### config.mk
export PLATFORM = sky130hd
export DESIGN_NAME = rr_arb8_dec_flat
export DESIGN_NICKNAME = d
export VERILOG_FILES = /design/src/rtl/rr_arb8_dec_pkg.sv /design/src/rtl/rr_arb8_dec_if.sv /design/src/rtl/rr_arb8_dec_dec3to8.sv /design/src/rtl/rr_arb8_dec.sv /design/src/flat_wrapper.sv
export SDC_FILE = /design/constraint.sdc
export NUM_CORES = 1
export LEC_CHECK = 0
export BUFFER_PORTS_ARGS = -buffer_cell sky130_fd_sc_hd__buf_2
export CORE_ASPECT_RATIO = 0.5
export CORE_MARGIN = 3
export CORE_UTILIZATION = 45
export CTS_CLUSTER_SIZE = 14
export DETAILED_ROUTE_END_ITERATION = 10
export PLACE_DENSITY = 0.66
export SLEW_MARGIN = 20
export SYNTH_ARGS = -nofsm -noshare
export SYNTH_HDL_FRONTEND = slang
export SYNTH_SLANG_ARGS = --single-unit
### constraint.sdc
create_clock -name clk -period 3.03 [get_ports clk]
set_input_delay 0.606 -clock clk [delete_from_list [all_inputs] [get_ports clk]]
set_output_delay 0.606 -clock clk [all_outputs]
set_load 0.05 [all_outputs]
### src/rtl/rr_arb8_dec_pkg.sv
// rtl/rr_arb8_dec_pkg.sv - shared arbiter types, sizes and round-robin pick function
package arb_pkg;

    localparam int NUM_REQ = 8;
    localparam int IDX_W   = 3;

    typedef enum logic [0:0] {
        IDLE  = 1'b0,
        GRANT = 1'b1
    } arb_state_e;

    typedef struct packed {
        logic             valid;
        logic [IDX_W-1:0] idx;
    } pick_t;

    // First set bit scanning ptr, ptr+1, ... with wrap; the 3-bit sum wraps 7->0 naturally.
    // Scanning from the far end lets the lowest offset overwrite the result last.
    function automatic pick_t rr_pick(input logic [NUM_REQ-1:0] req,
                                      input logic [IDX_W-1:0]   ptr);
        pick_t            r;
        logic [IDX_W-1:0] k;
        r = '0;
        for (int i = NUM_REQ - 1; i >= 0; i--) begin
            k = ptr + IDX_W'(i);
            if (req[k]) begin
                r.valid = 1'b1;
                r.idx   = k;
            end
        end
        return r;
    endfunction

endpackage

### src/rtl/rr_arb8_dec_if.sv
// rtl/rr_arb8_dec_if.sv - request/grant bundle between agents and the arbiter
interface rr_arb8_dec_if;
    import arb_pkg::*;

    logic [NUM_REQ-1:0] req;
    logic [IDX_W-1:0]   gnt_idx;
    logic               gnt_en;
    logic [NUM_REQ-1:0] gnt;
    logic               busy;

    // Requesting side drives req and observes the grant.
    modport master (
        output req,
        input  gnt_idx,
        input  gnt_en,
        input  gnt,
        input  busy
    );

    // Arbiter side.
    modport slave (
        input  req,
        output gnt_idx,
        output gnt_en,
        output gnt,
        output busy
    );

endinterface

### src/rtl/rr_arb8_dec_dec3to8.sv
// rtl/rr_arb8_dec_dec3to8.sv - existing 3-to-8 one-hot decoder with enable
module dec3to8 (
    input  logic [2:0] a,
    input  logic       en,
    output logic [7:0] y
);

    assign y = en ? (8'h01 << a) : 8'h00;

endmodule

### src/rtl/rr_arb8_dec.sv
// rtl/rr_arb8_dec.sv - round-robin 8-way arbiter with hold timeout driving dec3to8
module rr_arb8_dec
    import arb_pkg::*;
#(
    parameter int MAX_HOLD = 16
) (
    input logic          clk,
    input logic          rst_n,
    rr_arb8_dec_if.slave bus
);

    localparam int HC_W = (MAX_HOLD > 2) ? $clog2(MAX_HOLD) : 1;
    localparam logic [HC_W-1:0] HOLD_LAST = HC_W'(MAX_HOLD - 1);

    localparam logic [0:0] S_IDLE  = IDLE;
    localparam logic [0:0] S_GRANT = GRANT;

    logic [0:0]       state_q,   state_d;
    logic [IDX_W-1:0] gnt_idx_q, gnt_idx_d;
    logic [IDX_W-1:0] ptr_q,     ptr_d;
    logic [HC_W-1:0]  hold_q,    hold_d;
    pick_t            pick;
    logic             gnt_en;

    always_comb begin
        state_d   = state_q;
        gnt_idx_d = gnt_idx_q;
        ptr_d     = ptr_q;
        hold_d    = hold_q;
        pick      = rr_pick(bus.req, ptr_q);
        case (state_q)
            S_IDLE: begin
                if (pick.valid) begin
                    state_d   = S_GRANT;
                    gnt_idx_d = pick.idx;
                    hold_d    = '0;
                end
            end
            default: begin
                // Every release passes through IDLE, giving the break-before-make gap.
                if (!bus.req[gnt_idx_q] || (hold_q == HOLD_LAST)) begin
                    state_d = S_IDLE;
                    ptr_d   = gnt_idx_q + IDX_W'(1);
                    hold_d  = '0;
                end else begin
                    hold_d  = hold_q + HC_W'(1);
                end
            end
        endcase
    end

    always_ff @(posedge clk or negedge rst_n) begin
        if (!rst_n) begin
            state_q   <= S_IDLE;
            gnt_idx_q <= '0;
            ptr_q     <= '0;
            hold_q    <= '0;
        end else begin
            state_q   <= state_d;
            gnt_idx_q <= gnt_idx_d;
            ptr_q     <= ptr_d;
            hold_q    <= hold_d;
        end
    end

    assign gnt_en      = (state_q == S_GRANT);
    assign bus.gnt_idx = gnt_idx_q;
    assign bus.gnt_en  = gnt_en;
    assign bus.busy    = gnt_en;

    dec3to8 u_dec (
        .a  (gnt_idx_q),
        .en (gnt_en),
        .y  (bus.gnt)
    );

endmodule

### src/flat_wrapper.sv
// flat-port wrapper written by rule: the top's interface ports become plain ports
module rr_arb8_dec_flat import arb_pkg::*;
#(
    parameter int MAX_HOLD = 16
)
  (clk, rst_n, bus_req, bus_gnt_idx, bus_gnt_en, bus_gnt, bus_busy);
  rr_arb8_dec_if bus_i ();
  input logic clk;
  input logic rst_n;
  input wire logic [$bits(bus_i.req)-1:0] bus_req;
  output wire logic [$bits(bus_i.gnt_idx)-1:0] bus_gnt_idx;
  output wire logic [$bits(bus_i.gnt_en)-1:0] bus_gnt_en;
  output wire logic [$bits(bus_i.gnt)-1:0] bus_gnt;
  output wire logic [$bits(bus_i.busy)-1:0] bus_busy;
  assign bus_i.req = bus_req;
  assign bus_gnt_idx = bus_i.gnt_idx;
  assign bus_gnt_en = bus_i.gnt_en;
  assign bus_gnt = bus_i.gnt;
  assign bus_busy = bus_i.busy;
  rr_arb8_dec #(.MAX_HOLD(MAX_HOLD)) u_core (.clk(clk), .rst_n(rst_n), .bus(bus_i));
endmodule
Word level (Yosys, flattened, before mapping)
Cells that the tools add are included.
{"block": "classes", "shifts": 1, "n_bitwise": 1, "add_sub_neg": 9, "n_reduce_logical": 5, "mux": 33, "n_lt_le_gt_ge": 9, "eq_ne": 1}
{"operator": "$mux W4", "count": 11}
{"operator": "$lt A3 B4 Y1 const B", "count": 9}
{"operator": "$bmux W1 S3", "count": 9}
{"operator": "$add A3 B3 Y3 const B", "count": 4}
{"operator": "$mux W1", "count": 12}
{"operator": "$mux W8", "count": 1}
{"operator": "$shl A1 B3 Y8 const A", "count": 1}
{"operator": "$add A3 B1 Y3 const B", "count": 2}
{"operator": "$add A3 B2 Y3 const B", "count": 2}
{"operator": "$add A4 B1 Y4 const B", "count": 1}
{"operator": "$eq A4 B4 Y1 const B", "count": 1}
{"operator": "$reduce_and A2 Y1", "count": 2}
{"operator": "$reduce_bool A2 Y1", "count": 1}
{"operator": "$logic_not A1 Y1", "count": 1}
{"operator": "$logic_or A1 B1 Y1", "count": 1}
{"operator": "$not A1 Y1", "count": 1}
{"block": "word_totals", "reg_bits": 11, "wordCells": 63, "input_bits": 10}

Logic depth before layout (Yosys ltp)
{"block": "depth", "ltp_word": 13, "ltp_mapped": 11, "mapped_depth_nobuf": 8}

By module
From an unflattened synthesis, not the netlist that was laid out.
{"block": "unflattened", "hier_cells": 161, "area_unflattened_um2": 1544.0}
{"mod": "rr_arb8_dec", "area_each_um2": 1448.9, "cells_per_inst": 153, "instances": 1}
{"mod": "dec3to8", "area_each_um2": 95.1, "cells_per_inst": 8, "instances": 1}

Least setup slack after synthesis
OpenSTA, ideal clock, no wires.
{"block": "synth_path", "path_type": "register to register", "startpoint": "register u_core.ptr_q[0]", "endpoint": "register u_core.gnt_idx_q[0], in the netlist u_core.bus.gnt_idx[0]", "setup_slack_ns": 0.520, "stages_incl_launch_ff": 11, "setup_time_ns": 0.088, "t_required_ns": 2.942, "synth_period_minus_slack_ns": 2.510, "t_arrival_ns": 2.422, "cell_sequence": "dfrtp_1 buf_6 buf_12 inv_1 ha_1 buf_2 mux4_2 mux2i_1 a21oi_1 or3_1 o211ai_1"}
{"block": "synth_via", "elab_chain_cells": 12, "word_cells_on_any_way": 32}
{"element": "from (decl)", "line": "rr_arb8_dec.sv:20", "text": "logic [IDX_W-1:0] ptr_q, ptr_d;"}
{"element": "from (signal assigned)", "line": "rr_arb8_dec.sv:61", "text": "ptr_q <= ptr_d;"}
{"element": "$add A3 B3 Y3", "line": "rr_arb8_dec_pkg.sv:25", "text": "k = ptr + IDX_W'(i);"}
{"element": "$bmux W1 S3", "line": "rr_arb8_dec_pkg.sv:26", "text": "if (req[k]) begin"}
{"element": "$mux W1 (implied by the code)", "line": "rr_arb8_dec_pkg.sv:26"}
{"element": "$mux W4 (7 in a row)", "line": "rr_arb8_dec_pkg.sv:26"}
{"element": "$mux W4 (*)", "line": "rr_arb8_dec_pkg.sv:26"}
{"element": "$reduce_and A2 Y1 (no line)"}
{"element": "to (signal assigned)", "line": "rr_arb8_dec.sv:60", "text": "gnt_idx_q <= gnt_idx_d;"}
{"element": "to (decl)", "line": "rr_arb8_dec.sv:19", "text": "logic [IDX_W-1:0] gnt_idx_q, gnt_idx_d;"}
Every way passes the cells marked *; elsewhere a longest branch is shown, timed or not. The select of a mux whose other input is x is not followed.
A chain may end at the register's enable or synchronous reset.

Worst setup path in the final report
{"block": "layout_path", "startpoint": "register u_core.ptr_q[1]", "endpoint": "register u_core.gnt_idx_q[0], in the netlist u_core.bus.gnt_idx[0]"}
Same word-level chain as after synthesis.

==> metrics.txt <==
Max-slew headroom=0.578; Post-synth EDFFs=0; crit path max-delay cell type=mux4_2; initial antenna violation count=0; DR pass1 iterations=4; most frequent cells in the layout=buf_2 (22), nand2_1 (16), dfrtp_1 (11), o21ai_0 (10); final core occ=0.555; Ys Warns=0; Root Driver=clkbuf_8; Final ANT Viol Nets=0; std cell rows=13; H-tree Lvls=1; Max Cap Violations=0; fin crit period=2.68 ns; syn_nets=168; outcome=finished clean; register area share after synthesis=0.201; Critical Path End Type=flop; dpl hpwl=2.61 mm; GRT overflow=0; fraction of registers with async set/reset=1.00; Fillers=243; Max Transition Viols Final=0; postcts setup bufs=0; Netlist Area Pre-Place=1370 µm²; WL final=3.39 mm; core box area=2750 µm²; hold crit path type=primary input to asynchronous set/reset pin; critical path cell sequence=clkinv_1 > ha_1 > mux4_2 > mux2i_1 > a21oi_1 > or3_1 > o211ai_1; total die area=3790 µm²; NumNets Final=189; CTS resizes=0; slowest cell delay on critical path=0.62 ns; Die Height=45.1 µm; RePlAce Congestion=0.918; worst r2r src=u_core.ptr_q[1]$_DFFE_PN0P_; share of layout cells above drive strength 1=0.254; Routed WL per cell=16.5 µm; Initial Util=0.499; DR iter-0 viols=125; Worst Path Buf+Inv=1; unrepaired setup endpoints after global routing=no; Setup violations, final=0; Worst Path Required=3.18 ns; CP Data Arrival Time=2.83 ns; clk buf depth=2; FF+latch area=275 µm²; post-route setup TNS=0 ns; DR vias/cell=6.04; CP Class=flop to flop; Placement Setup Slack=0.355 ns; area grow syn2layout=11.2%; Yosys reg bits=11; drt drc=0; number of I/O pins=23; Final WS setup=0.354 ns; Yosys cell types=44; Total GRT Usage=0.188; Clk Latency, worst-skew pair=0.24 ns; critical path startpoint category=flop; hold buffers post-CTS=0; Max Fclk=374 MHz; final worst-path cycle share=0.883; Vias=1244; syn_area_per_cell=9.21 µm²; final hold viol count=0; worst-path fanout max=8; clk slew on worst S/H paths=0.05 ns; port buffer count=22; clock skew=0.00339 ns; Num CTS Buffers=3; multi-input combinational cell area=996 µm²; clock net sink count=11; pin count of the biggest net entering global routing=16; post-synthesis cell count=149; CP startpoint=u_core.ptr_q[1]$_DFFE_PN0P_; Design Area, Final=1530 µm²; commonest non-fill, non-tap cell in the layout=buf_2; Placement Cell Area=1480 µm²; vias in the first global route=1152; die width=84.1 µm; Crit path max-delay family=multiplexers; first-pass GRT wire length=5.72 mm; CTS tree=built; Slew @ Worst Pin=0.633 ns; Ant. Diodes=0; Top FF cell, synth=dfrtp_1
## layer usage
metal  track usage  wire length [µm]
met1         0.266              1590
met2         0.309              1560
met3        0.0383               228
met4        0.0321                10
met5             0                 0
## cell families after synthesis
group	count (synthesis)	synth area share
simple gates	45	0.163
compound gates	41	0.199
mux	23	0.269
buf+inv	18	0.0738
flops	11	0.201
fa+ha+maj	9	0.0820
xor+xnor	2	0.0128
## worst register-to-register path, delay by kind of cell, from the launching register on
family	cells	cell delay, ns
buffers and inverters	1	0.19
multiplexers	2	0.94
flip-flops	1	0.34
AND/OR/NAND/NOR	1	0.38
AO/OA/AOI/OAI	2	0.22
adder cells (fa/ha/maj)	1	0.52
## registers in the layout (all words and copies together) (netlist names)
name / flops
u_core.bus.busy: 1
u_core.bus.gnt_idx: 3
u_core.hold_q: 4
u_core.ptr_q: 3
## area by class of cell
cell class	count	area share
Clock inverter	1	0.00328
Tap cell	37	0.0303
Sequential cell	11	0.180
Multi-Input combinational cell	120	0.652
Clock buffer	3	0.0270
Inverter	10	0.0246
Timing Repair Buffer	24	0.0820
## path summary, 6_finish.rpt
kind | slack, ns | to | cells after the start
min in group clk | 0.49 | u_core.hold_q[3]$_DFFE_PN0P_ | 1
worst min register to register | 0.49 | u_core.hold_q[3]$_DFFE_PN0P_ | 1
max in group asynchronous | 2.58 | u_core.ptr_q[1]$_DFFE_PN0P_ | 1
worst min-delay path | 0.23 | u_core.hold_q[0]$_DFFE_PN0P_ | 1
worst max-delay path | 0.35 | u_core.bus.gnt_idx[0]$_DFFE_PN0P_ | 7
worst max register to register | 0.35 | u_core.bus.gnt_idx[0]$_DFFE_PN0P_ | 7
## stage by stage
stage          hold slack (ns)  std cells
4_1_cts                  0.237        206
5_1_grt                  0.237        206
3_3_place_gp             0.482        202
2_1_floorplan            0.310        149
6_report                 0.233        206
3_5_place_dp             0.477        202
## synth_stat cells (2+ instances only)
| cell | instances | area [µm²] |
|---|---|---|
| a21oi_1 | 5 | 25.0 |
| inv_1 | 9 | 33.8 |
| o21ai_0 | 10 | 50.1 |
| dfrtp_1 | 11 | 275 |
| nor2_1 | 5 | 18.8 |
| o21ai_1 | 6 | 30.0 |
| or3_1 | 2 | 12.5 |
| mux4_2 | 8 | 180 |
| nor3_1 | 2 | 10.0 |
| nand2_1 | 16 | 60.1 |
| o2111ai_1 | 2 | 17.5 |
| o211ai_1 | 4 | 30.0 |
| mux2_4 | 4 | 60.1 |
| xnor2_1 | 2 | 17.5 |
| nand3_1 | 3 | 15.0 |
| a211oi_1 | 2 | 15.0 |
| nor2b_1 | 2 | 12.5 |
| a221oi_1 | 3 | 26.3 |
| nor4_1 | 2 | 12.5 |
| clkbuf_1 | 2 | 7.51 |
| mux2i_1 | 8 | 80.1 |
| and3_1 | 3 | 18.8 |
| buf_4 | 2 | 15.0 |
| ha_1 | 9 | 113 |
| and2_1 | 5 | 31.3 |
| buf_2 | 2 | 10.0 |
| nand2b_1 | 3 | 18.8 |
Power is not shown: default switching activity piles up to over one toggle a cycle in this logic, so the estimate is an artifact.
